==> config.mk <==
export PLATFORM = sky130hd
export DESIGN_NAME = button_debouncer_flat
export DESIGN_NICKNAME = d
export VERILOG_FILES = /design/src/rtl/button_debouncer_if.sv /design/src/rtl/button_debouncer.sv /design/src/flat_wrapper.sv
export SDC_FILE = /design/constraint.sdc
export NUM_CORES = 1
export LEC_CHECK = 0
export ABC_AREA = 1
export CORE_AREA = 2 2 119 75
export DETAILED_ROUTE_END_ITERATION = 8
export DIE_AREA = 0 0 121 77
export PLACE_DENSITY_LB_ADDON = 0.1
export SKIP_CTS_REPAIR_TIMING = 1
export SYNTH_ARGS = -nofsm -noshare
export SYNTH_HDL_FRONTEND = slang
export SYNTH_SLANG_ARGS = --single-unit
==> constraint.sdc <==
create_clock -name CLK -period 2 [get_ports CLK]
set_clock_uncertainty 0.05 [all_clocks]
set_input_delay 0.2 -clock CLK [delete_from_list [all_inputs] [get_ports CLK]]
set_output_delay 0.2 -clock CLK [all_outputs]
set_load 0.05 [all_outputs]
==> src/rtl/button_debouncer_if.sv <==
// Pushbutton-side signal bundle for button_debouncer: raw button in, debounced level and strobes out.
// The debouncer takes the master view; whatever consumes the button events takes the slave view.
interface button_debouncer_if;
  logic BTN_IN;
  logic BTN_LEVEL;
  logic PRESS_PULSE;
  logic RELEASE_PULSE;
  logic LONG_PULSE;

  modport master (
    input  BTN_IN,
    output BTN_LEVEL,
    output PRESS_PULSE,
    output RELEASE_PULSE,
    output LONG_PULSE
  );

  modport slave (
    output BTN_IN,
    input  BTN_LEVEL,
    input  PRESS_PULSE,
    input  RELEASE_PULSE,
    input  LONG_PULSE
  );
endinterface

==> src/rtl/button_debouncer.sv <==
// Debounces a raw pushbutton into a registered level plus press, release and long-press strobes.
// A single counter is shared between the debounce waits and the long-press timer.
module button_debouncer #(
  parameter int DEBOUNCE_CYCLES = 240_000,
  parameter int LONG_CYCLES     = 12_000_000,
  parameter bit ACTIVE_HIGH     = 1'b1
) (
  input logic CLK,
  input logic RST_N,
  button_debouncer_if.master btn
);

  localparam int MAX_CYCLES = (DEBOUNCE_CYCLES > LONG_CYCLES) ? DEBOUNCE_CYCLES : LONG_CYCLES;
  localparam int CW         = $clog2(MAX_CYCLES);

  localparam logic [CW-1:0] DEB_LAST  = CW'(DEBOUNCE_CYCLES - 1);
  localparam logic [CW-1:0] LONG_LAST = CW'(LONG_CYCLES - 1);
  localparam logic [CW-1:0] CNT_ONE   = CW'(1);

  localparam logic [1:0] ST_IDLE         = 2'd0;
  localparam logic [1:0] ST_PRESS_WAIT   = 2'd1;
  localparam logic [1:0] ST_PRESSED      = 2'd2;
  localparam logic [1:0] ST_RELEASE_WAIT = 2'd3;

  logic          sync1;
  logic          sync2;
  logic          pressed_now;
  logic [1:0]    state;
  logic [CW-1:0] cnt;
  logic          long_done;
  logic          btn_level;
  logic          press_pulse;
  logic          release_pulse;
  logic          long_pulse;

  // Reset parks the synchronizer at the released level so no phantom press follows reset.
  always_ff @(posedge CLK or negedge RST_N) begin
    if (!RST_N) begin
      sync1 <= ~ACTIVE_HIGH;
      sync2 <= ~ACTIVE_HIGH;
    end else begin
      sync1 <= btn.BTN_IN;
      sync2 <= sync1;
    end
  end

  assign pressed_now = (sync2 == ACTIVE_HIGH);

  always_ff @(posedge CLK or negedge RST_N) begin
    if (!RST_N) begin
      state         <= ST_IDLE;
      cnt           <= '0;
      long_done     <= 1'b0;
      btn_level     <= 1'b0;
      press_pulse   <= 1'b0;
      release_pulse <= 1'b0;
      long_pulse    <= 1'b0;
    end else begin
      press_pulse   <= 1'b0;
      release_pulse <= 1'b0;
      long_pulse    <= 1'b0;
      case (state)
        ST_IDLE: begin
          if (pressed_now) begin
            state <= ST_PRESS_WAIT;
            cnt   <= '0;
          end
        end
        ST_PRESS_WAIT: begin
          if (!pressed_now) begin
            state <= ST_IDLE;
            cnt   <= '0;
          end else if (cnt == DEB_LAST) begin
            state       <= ST_PRESSED;
            cnt         <= '0;
            btn_level   <= 1'b1;
            press_pulse <= 1'b1;
          end else begin
            cnt <= cnt + CNT_ONE;
          end
        end
        // Once the long press has fired the counter freezes, so it can never wrap while held.
        ST_PRESSED: begin
          if (!pressed_now) begin
            state <= ST_RELEASE_WAIT;
            cnt   <= '0;
          end else if (!long_done) begin
            if (cnt == LONG_LAST) begin
              long_pulse <= 1'b1;
              long_done  <= 1'b1;
            end else begin
              cnt <= cnt + CNT_ONE;
            end
          end
        end
        ST_RELEASE_WAIT: begin
          if (pressed_now) begin
            state <= ST_PRESSED;
            cnt   <= '0;
          end else if (cnt == DEB_LAST) begin
            state         <= ST_IDLE;
            cnt           <= '0;
            long_done     <= 1'b0;
            btn_level     <= 1'b0;
            release_pulse <= 1'b1;
          end else begin
            cnt <= cnt + CNT_ONE;
          end
        end
        default: begin
          state <= ST_IDLE;
          cnt   <= '0;
        end
      endcase
    end
  end

  assign btn.BTN_LEVEL     = btn_level;
  assign btn.PRESS_PULSE   = press_pulse;
  assign btn.RELEASE_PULSE = release_pulse;
  assign btn.LONG_PULSE    = long_pulse;

endmodule

==> src/flat_wrapper.sv <==
// flat-port wrapper written by rule: the top's interface ports become plain ports
module button_debouncer_flat 
#(
  parameter int DEBOUNCE_CYCLES = 240_000,
  parameter int LONG_CYCLES     = 12_000_000,
  parameter bit ACTIVE_HIGH     = 1'b1
)
  (CLK, RST_N, btn_BTN_IN, btn_BTN_LEVEL, btn_PRESS_PULSE, btn_RELEASE_PULSE, btn_LONG_PULSE);
  button_debouncer_if btn_i ();
  input logic CLK;
  input logic RST_N;
  input wire logic [$bits(btn_i.BTN_IN)-1:0] btn_BTN_IN;
  output wire logic [$bits(btn_i.BTN_LEVEL)-1:0] btn_BTN_LEVEL;
  output wire logic [$bits(btn_i.PRESS_PULSE)-1:0] btn_PRESS_PULSE;
  output wire logic [$bits(btn_i.RELEASE_PULSE)-1:0] btn_RELEASE_PULSE;
  output wire logic [$bits(btn_i.LONG_PULSE)-1:0] btn_LONG_PULSE;
  assign btn_i.BTN_IN = btn_BTN_IN;
  assign btn_BTN_LEVEL = btn_i.BTN_LEVEL;
  assign btn_PRESS_PULSE = btn_i.PRESS_PULSE;
  assign btn_RELEASE_PULSE = btn_i.RELEASE_PULSE;
  assign btn_LONG_PULSE = btn_i.LONG_PULSE;
  button_debouncer #(.DEBOUNCE_CYCLES(DEBOUNCE_CYCLES), .LONG_CYCLES(LONG_CYCLES), .ACTIVE_HIGH(ACTIVE_HIGH)) u_core (.CLK(CLK), .RST_N(RST_N), .btn(btn_i));
endmodule
-- After elaboration in Yosys (flattened, before gate mapping)
Cells that the tools add are included.
- flip-flop bits (word level): 33
- input port bits: 3
- output and inout port bits: 4
- logic and storage cells: 65
- $add $sub $neg: 1
- eq/ne operators: 16
- multiplexer cells: 32
- reduce and logical (&&, ||, !) cells: 7
- operators with widths (operator ; count):
    24-bit two-way mux ; 7
    24-bit case mux with 4 select lines ; 1
    24-bit by 1-bit adder with 24-bit output (second input constant) ; 1
    24-bit by 18-bit == test with 1-bit output (second input constant) ; 1
    24-bit == test (second input constant) ; 1
    1-bit two-way mux ; 15
    2-bit two-way mux ; 6
    2-bit by 1-bit != test with 1-bit output (second input constant) ; 5
    3-bit != test (second input constant) ; 3
    2-bit case mux with 4 select lines ; 1
    4-bit AND reduction ; 2
    5-bit AND reduction ; 1
    2-bit == test (second input constant) ; 2
    2-bit != test (second input constant) ; 2
    1-bit case mux with 2 select lines ; 2
    2-bit nonzero test ; 2
    3-bit by 1-bit != test with 1-bit output (second input constant) ; 1
    3-bit AND reduction ; 1
    2-bit by 1-bit == test with 1-bit output (second input constant) ; 1
    2-bit zero test ; 1

-- Depth between registers and ports, before layout
- depth after elaboration: 5
- gate-level depth with buffers: 13
- mapped depth without buffers: 12

-- Worst setup path before layout
OpenSTA, ideal clock, no wires.
- kind: register to register
- start point: reg u_core.cnt[0]
- end point: reg u_core.cnt[18]
- setup time: 0.120 ns
- arrival time: 1.572 ns
- data required time: 1.830 ns
- slack: 0.258 ns
- stages on the path, launching flop included: 13
- path buffers: 1
- period minus slack after synthesis: 1.742 ns
- path through: dfrtp_1 ha_1 nand3_1 inv_1 nand2_2 clkinv_2 nand3_4 nand2_4 inv_4 buf_6 nand3_2 nand2_1 nor2_1
- longest elaborated chain between the ends: 5
- elaborated cells between the ends (all ways): 12
- classes of those cells: 1 x add/sub; 3 x eq/ne; 7 x mux; 1 x reduce/logical
- ends and longest elaborated chain (item ; RTL line ; RTL):
    start, declared ; button_debouncer.sv:29 ; logic [CW-1:0] cnt;
    start signal, assigned ; button_debouncer.sv:79 ; cnt <= cnt + CNT_ONE;
    start signal, assigned ; button_debouncer.sv:92 ; cnt <= cnt + CNT_ONE;
    start signal, assigned ; button_debouncer.sv:107 ; cnt <= cnt + CNT_ONE;
    24-bit by 1-bit adder with 24-bit output ; button_debouncer.sv:79, button_debouncer.sv:92, button_debouncer.sv:107 ;
    24-bit two-way mux ; button_debouncer.sv:88 ; if (cnt == LONG_LAST) begin
    24-bit two-way mux ; button_debouncer.sv:87 ; end else if (!long_done) begin
    24-bit two-way mux ; button_debouncer.sv:84 ; if (!pressed_now) begin
    24-bit case mux with 4 select lines ; button_debouncer.sv:62 ; case (state)
Several ways; a longest one is shown, not always the timed one. The select of a mux whose other input is x is not followed.
A chain may end at the register's enable or synchronous reset.

-- Worst setup path in the final report
- start point: reg u_core.sync2 (netlist: u_core.pressed_now)
- end point: reg u_core.cnt[16]
- longest elaborated chain between the ends: 2
- elaborated cells between the ends (all ways): 8
- classes of those cells: 3 x eq/ne; 4 x mux; 1 x reduce/logical
- ends and longest elaborated chain (item ; RTL line ; RTL):
    start, declared ; button_debouncer.sv:26 ; logic sync2;
    start signal, assigned ; button_debouncer.sv:40 ; sync2 <= ~ACTIVE_HIGH;
    start signal, assigned ; button_debouncer.sv:43 ; sync2 <= sync1;
    24-bit two-way mux (tied with other cells) ; button_debouncer.sv:97 ; if (pressed_now) begin
    24-bit case mux with 4 select lines or 3-bit AND reduction (tied branches) ; -- ;
Several ways; a longest one is shown, not always the timed one.

==> results.toml <==
[status]
outcome = "finished, violations left"
violations = "negative hold slack"

[place]
port_buffers = 6
place_congestion = 0.8499
dp_slack_ns = 0.01999
dp_hpwl_mm = 4.974

[clock_tree]
cts_tree = "yes"
clk_pin_slew_worst_paths_ns = 0.06
clk-insertion-delay-late_ns = 0.28
clock-sinks = 33
cts_root_buf = "clkbuf_16"
htreeDepth = 2
clockBufferDepth = 2
numCtsBuffers = 5

[synthesis]
synth-simple-area-share = 0.4165
synth-xor-area-share = 0
yosys.area.top_type = "dfrtp_1"
yosysSeqAreaShare = 0.3802
ys_types = 33
synthTopCellsByArea = "dfrtp_1, nand2_1, inv_1"
synth_nets = 322
synthAdderAreaFrac = 0.005760
synth-edff-count = 0
avgSynthCellArea_um2 = 6.830
synth_compound_area_frac = 0.08295
synth_top_family_by_area = "simple AND/OR/NAND/NOR gates"
muxShareOfSynthArea = 0
syn-cell-area_um2 = 2172
synthFlopType = "dfrtp_1"
yosysTopAreaCellShare = 0.3802
synth-seq-cells = 33
async_flop_share = 1.000
synthCells = 318
ys_warn_count = 0

[power]
seq_power_share = 0.381
pwr_density_cell_nw_per_um2 = 690.7
peakVddDrop_mv = 0.2357
clock_power_share = 0.546
total_power_uw = 1862
leakagePower_uw = 0.001247
p_comb_frac = 0.074
switchingPower_uw = 408.4
swShare = 0.2193
internal_power_uw = 1454

[timing]
layout_setup_ws_ns = 0.1738
hold_viol_final = 33
drv_slew = 0
hold_slack_ns = -0.06357
fin_crit_sh = 0.9131
min_period_ns = 1.826
fmax_ghz = 0.5476
slew_headroom = 0.4942
setup_violations = 0
worstMarginPinSlew_ns = 0.7588

[worst_setup_path]
ff2ff_setup_slack_ns = 0.17
critical_path_arrival_ns = 1.98
required_ns = 2.16
path_class = "flip-flop to flip-flop"
start_kind = "flip-flop"
worstPathMaxFanout = 9
crit_path_end_kind = "flip-flop"
r2r-end = "u_core.cnt[16]"
reg2reg_depth = 7
r2r_start = "u_core.pressed_now"

[routing]
dr_total_vias = 2082
first_pass_iters = 5
postRouteAntennaNets = 0
drc = 0
drt-vias-per-instance = 4.546
drt_wl_total_mm = 6.308
drtIter0Drc = 142
wl_per_cell_um = 13.77

[layout]
area_delta_synth_final_pct = 24.14
layout_commonest_cell = "nand2_1"
diodes = 0
fin_nets = 349
drive_above_1_share = 0.1590
layout_common_cells = "nand2_1, inv_1, nor2_1"

[grt]
grt_pass1_wl_mm = 10.76
antenna_found_initial = 0
grt_pass1_vias = 2038
overflow = 0
grtUsageTotal = 0.1508
grt_max_degree = 34

[min_path]
hold_class = "input port to asynchronous set/reset pin"

[floorplan]
io_pins = 7
core_region_area_um2 = 8230
row_count = 26
start_util = 0.2639
fp.dieW_um = 121
die_h_um = 77
dieArea_um2 = 9317

[job]
maxCapViolations = 0
-- worst max path at each step --
stage                           to  cells past startpoint  slack [ns]          startpoint
finish              u_core.cnt[16]                      7        0.17  u_core.pressed_now
global route        u_core.cnt[20]                     12      -0.004       u_core.cnt[0]
CTS                  u_core.cnt[4]                     11        0.01       u_core.cnt[1]
detailed placement   u_core.cnt[4]                     11        0.02       u_core.cnt[1]
global placement     u_core.cnt[4]                     11        0.05       u_core.cnt[1]
floorplan           u_core.cnt[18]                     12        0.26       u_core.cnt[0]
-- sequential cells by signal, summed over array words and instances (netlist names), named ones only --
name,count
u_core.cnt,24
u_core.btn.BTN_LEVEL,1
u_core.btn.LONG_PULSE,1
u_core.btn.PRESS_PULSE,1
u_core.btn.RELEASE_PULSE,1
u_core.long_done,1
u_core.pressed_now,1
u_core.state,1
u_core.sync1,1
-- layout make-up --
| class | count | area [um2] |
|---|---|---|
| clock buffers | 5 | 125.1 |
| clock inverters | 3 | 65.06 |
| fillers | 881 | 5534 |
| inverters | 53 | 202.7 |
| multi-input cells | 227 | 1127 |
| flip-flops and latches | 33 | 825.8 |
| well taps | 112 | 140.1 |
| repair buffers | 25 | 210.2 |
-- power by group through the flow --
stage / combinational, uW / clock [uW] / sequential [uW]
6_report: 137 / 1020 / 709
5_1_grt: 157 / 1070 / 714
4_1_cts: 128 / 1040 / 702
3_5_place_dp: 127 / 0 / 714
3_3_place_gp: 129 / 0 / 714
2_1_floorplan: 67.1 / 0 / 713
-- metal layers --
layer	part of all wire	vias up	GRT usage
li1	-	1075	-
met1	0.56	947	0.2461
met4	0.013	0	0.04535
met2	0.36	53	0.1860
met3	0.064	7	0.03571
met5	0	-	0
-- kinds of logic after synthesis --
kind of cell | after synthesis
simple gates | 196
buf+inv | 58
flops | 33
compound gates | 30
fa+ha+maj | 1
-- worst max-delay path, stage by stage, from the launching register on --
cell     delay, ns
dfrtp_1       0.47
inv_1         0.19
nand2_1       0.09
nand2_2       0.11
inv_1         0.06
o21ai_2       0.44
o21ai_0       0.18
a21oi_1       0.15
-- cells in the mapped netlist (2+ instances only) --
| master | n |
|---|---|
| nand4_1 | 19 |
| a21oi_2 | 2 |
| inv_1 | 50 |
| nand3_2 | 2 |
| o21ai_1 | 2 |
| nand2_1 | 88 |
| nand3_1 | 23 |
| nor3_1 | 4 |
| o21ai_0 | 9 |
| nand2_2 | 3 |
| buf_6 | 3 |
| dfrtp_1 | 33 |
| a21oi_1 | 11 |
| nor2_4 | 3 |
| nor2_1 | 45 |
| nor2_2 | 4 |
-- stage by stage --
stage	utilization	hold slack (ns)	instance area, um2	setup TNS (ns)	std cells
5_1_grt	0.3276	0.008790	2696	-0.003786	458
4_1_cts	0.3240	-0.01963	2666	0	458
3_3_place_gp	0.3009	0.2803	2476	0	450
2_1_floorplan	-	-0.1456	2172	0	318
6_report	0.3276	-0.06357	2696	0	458
3_5_place_dp	0.3009	0.2843	2476	0	450
Note: power is estimated with default switching activity, not from simulation.
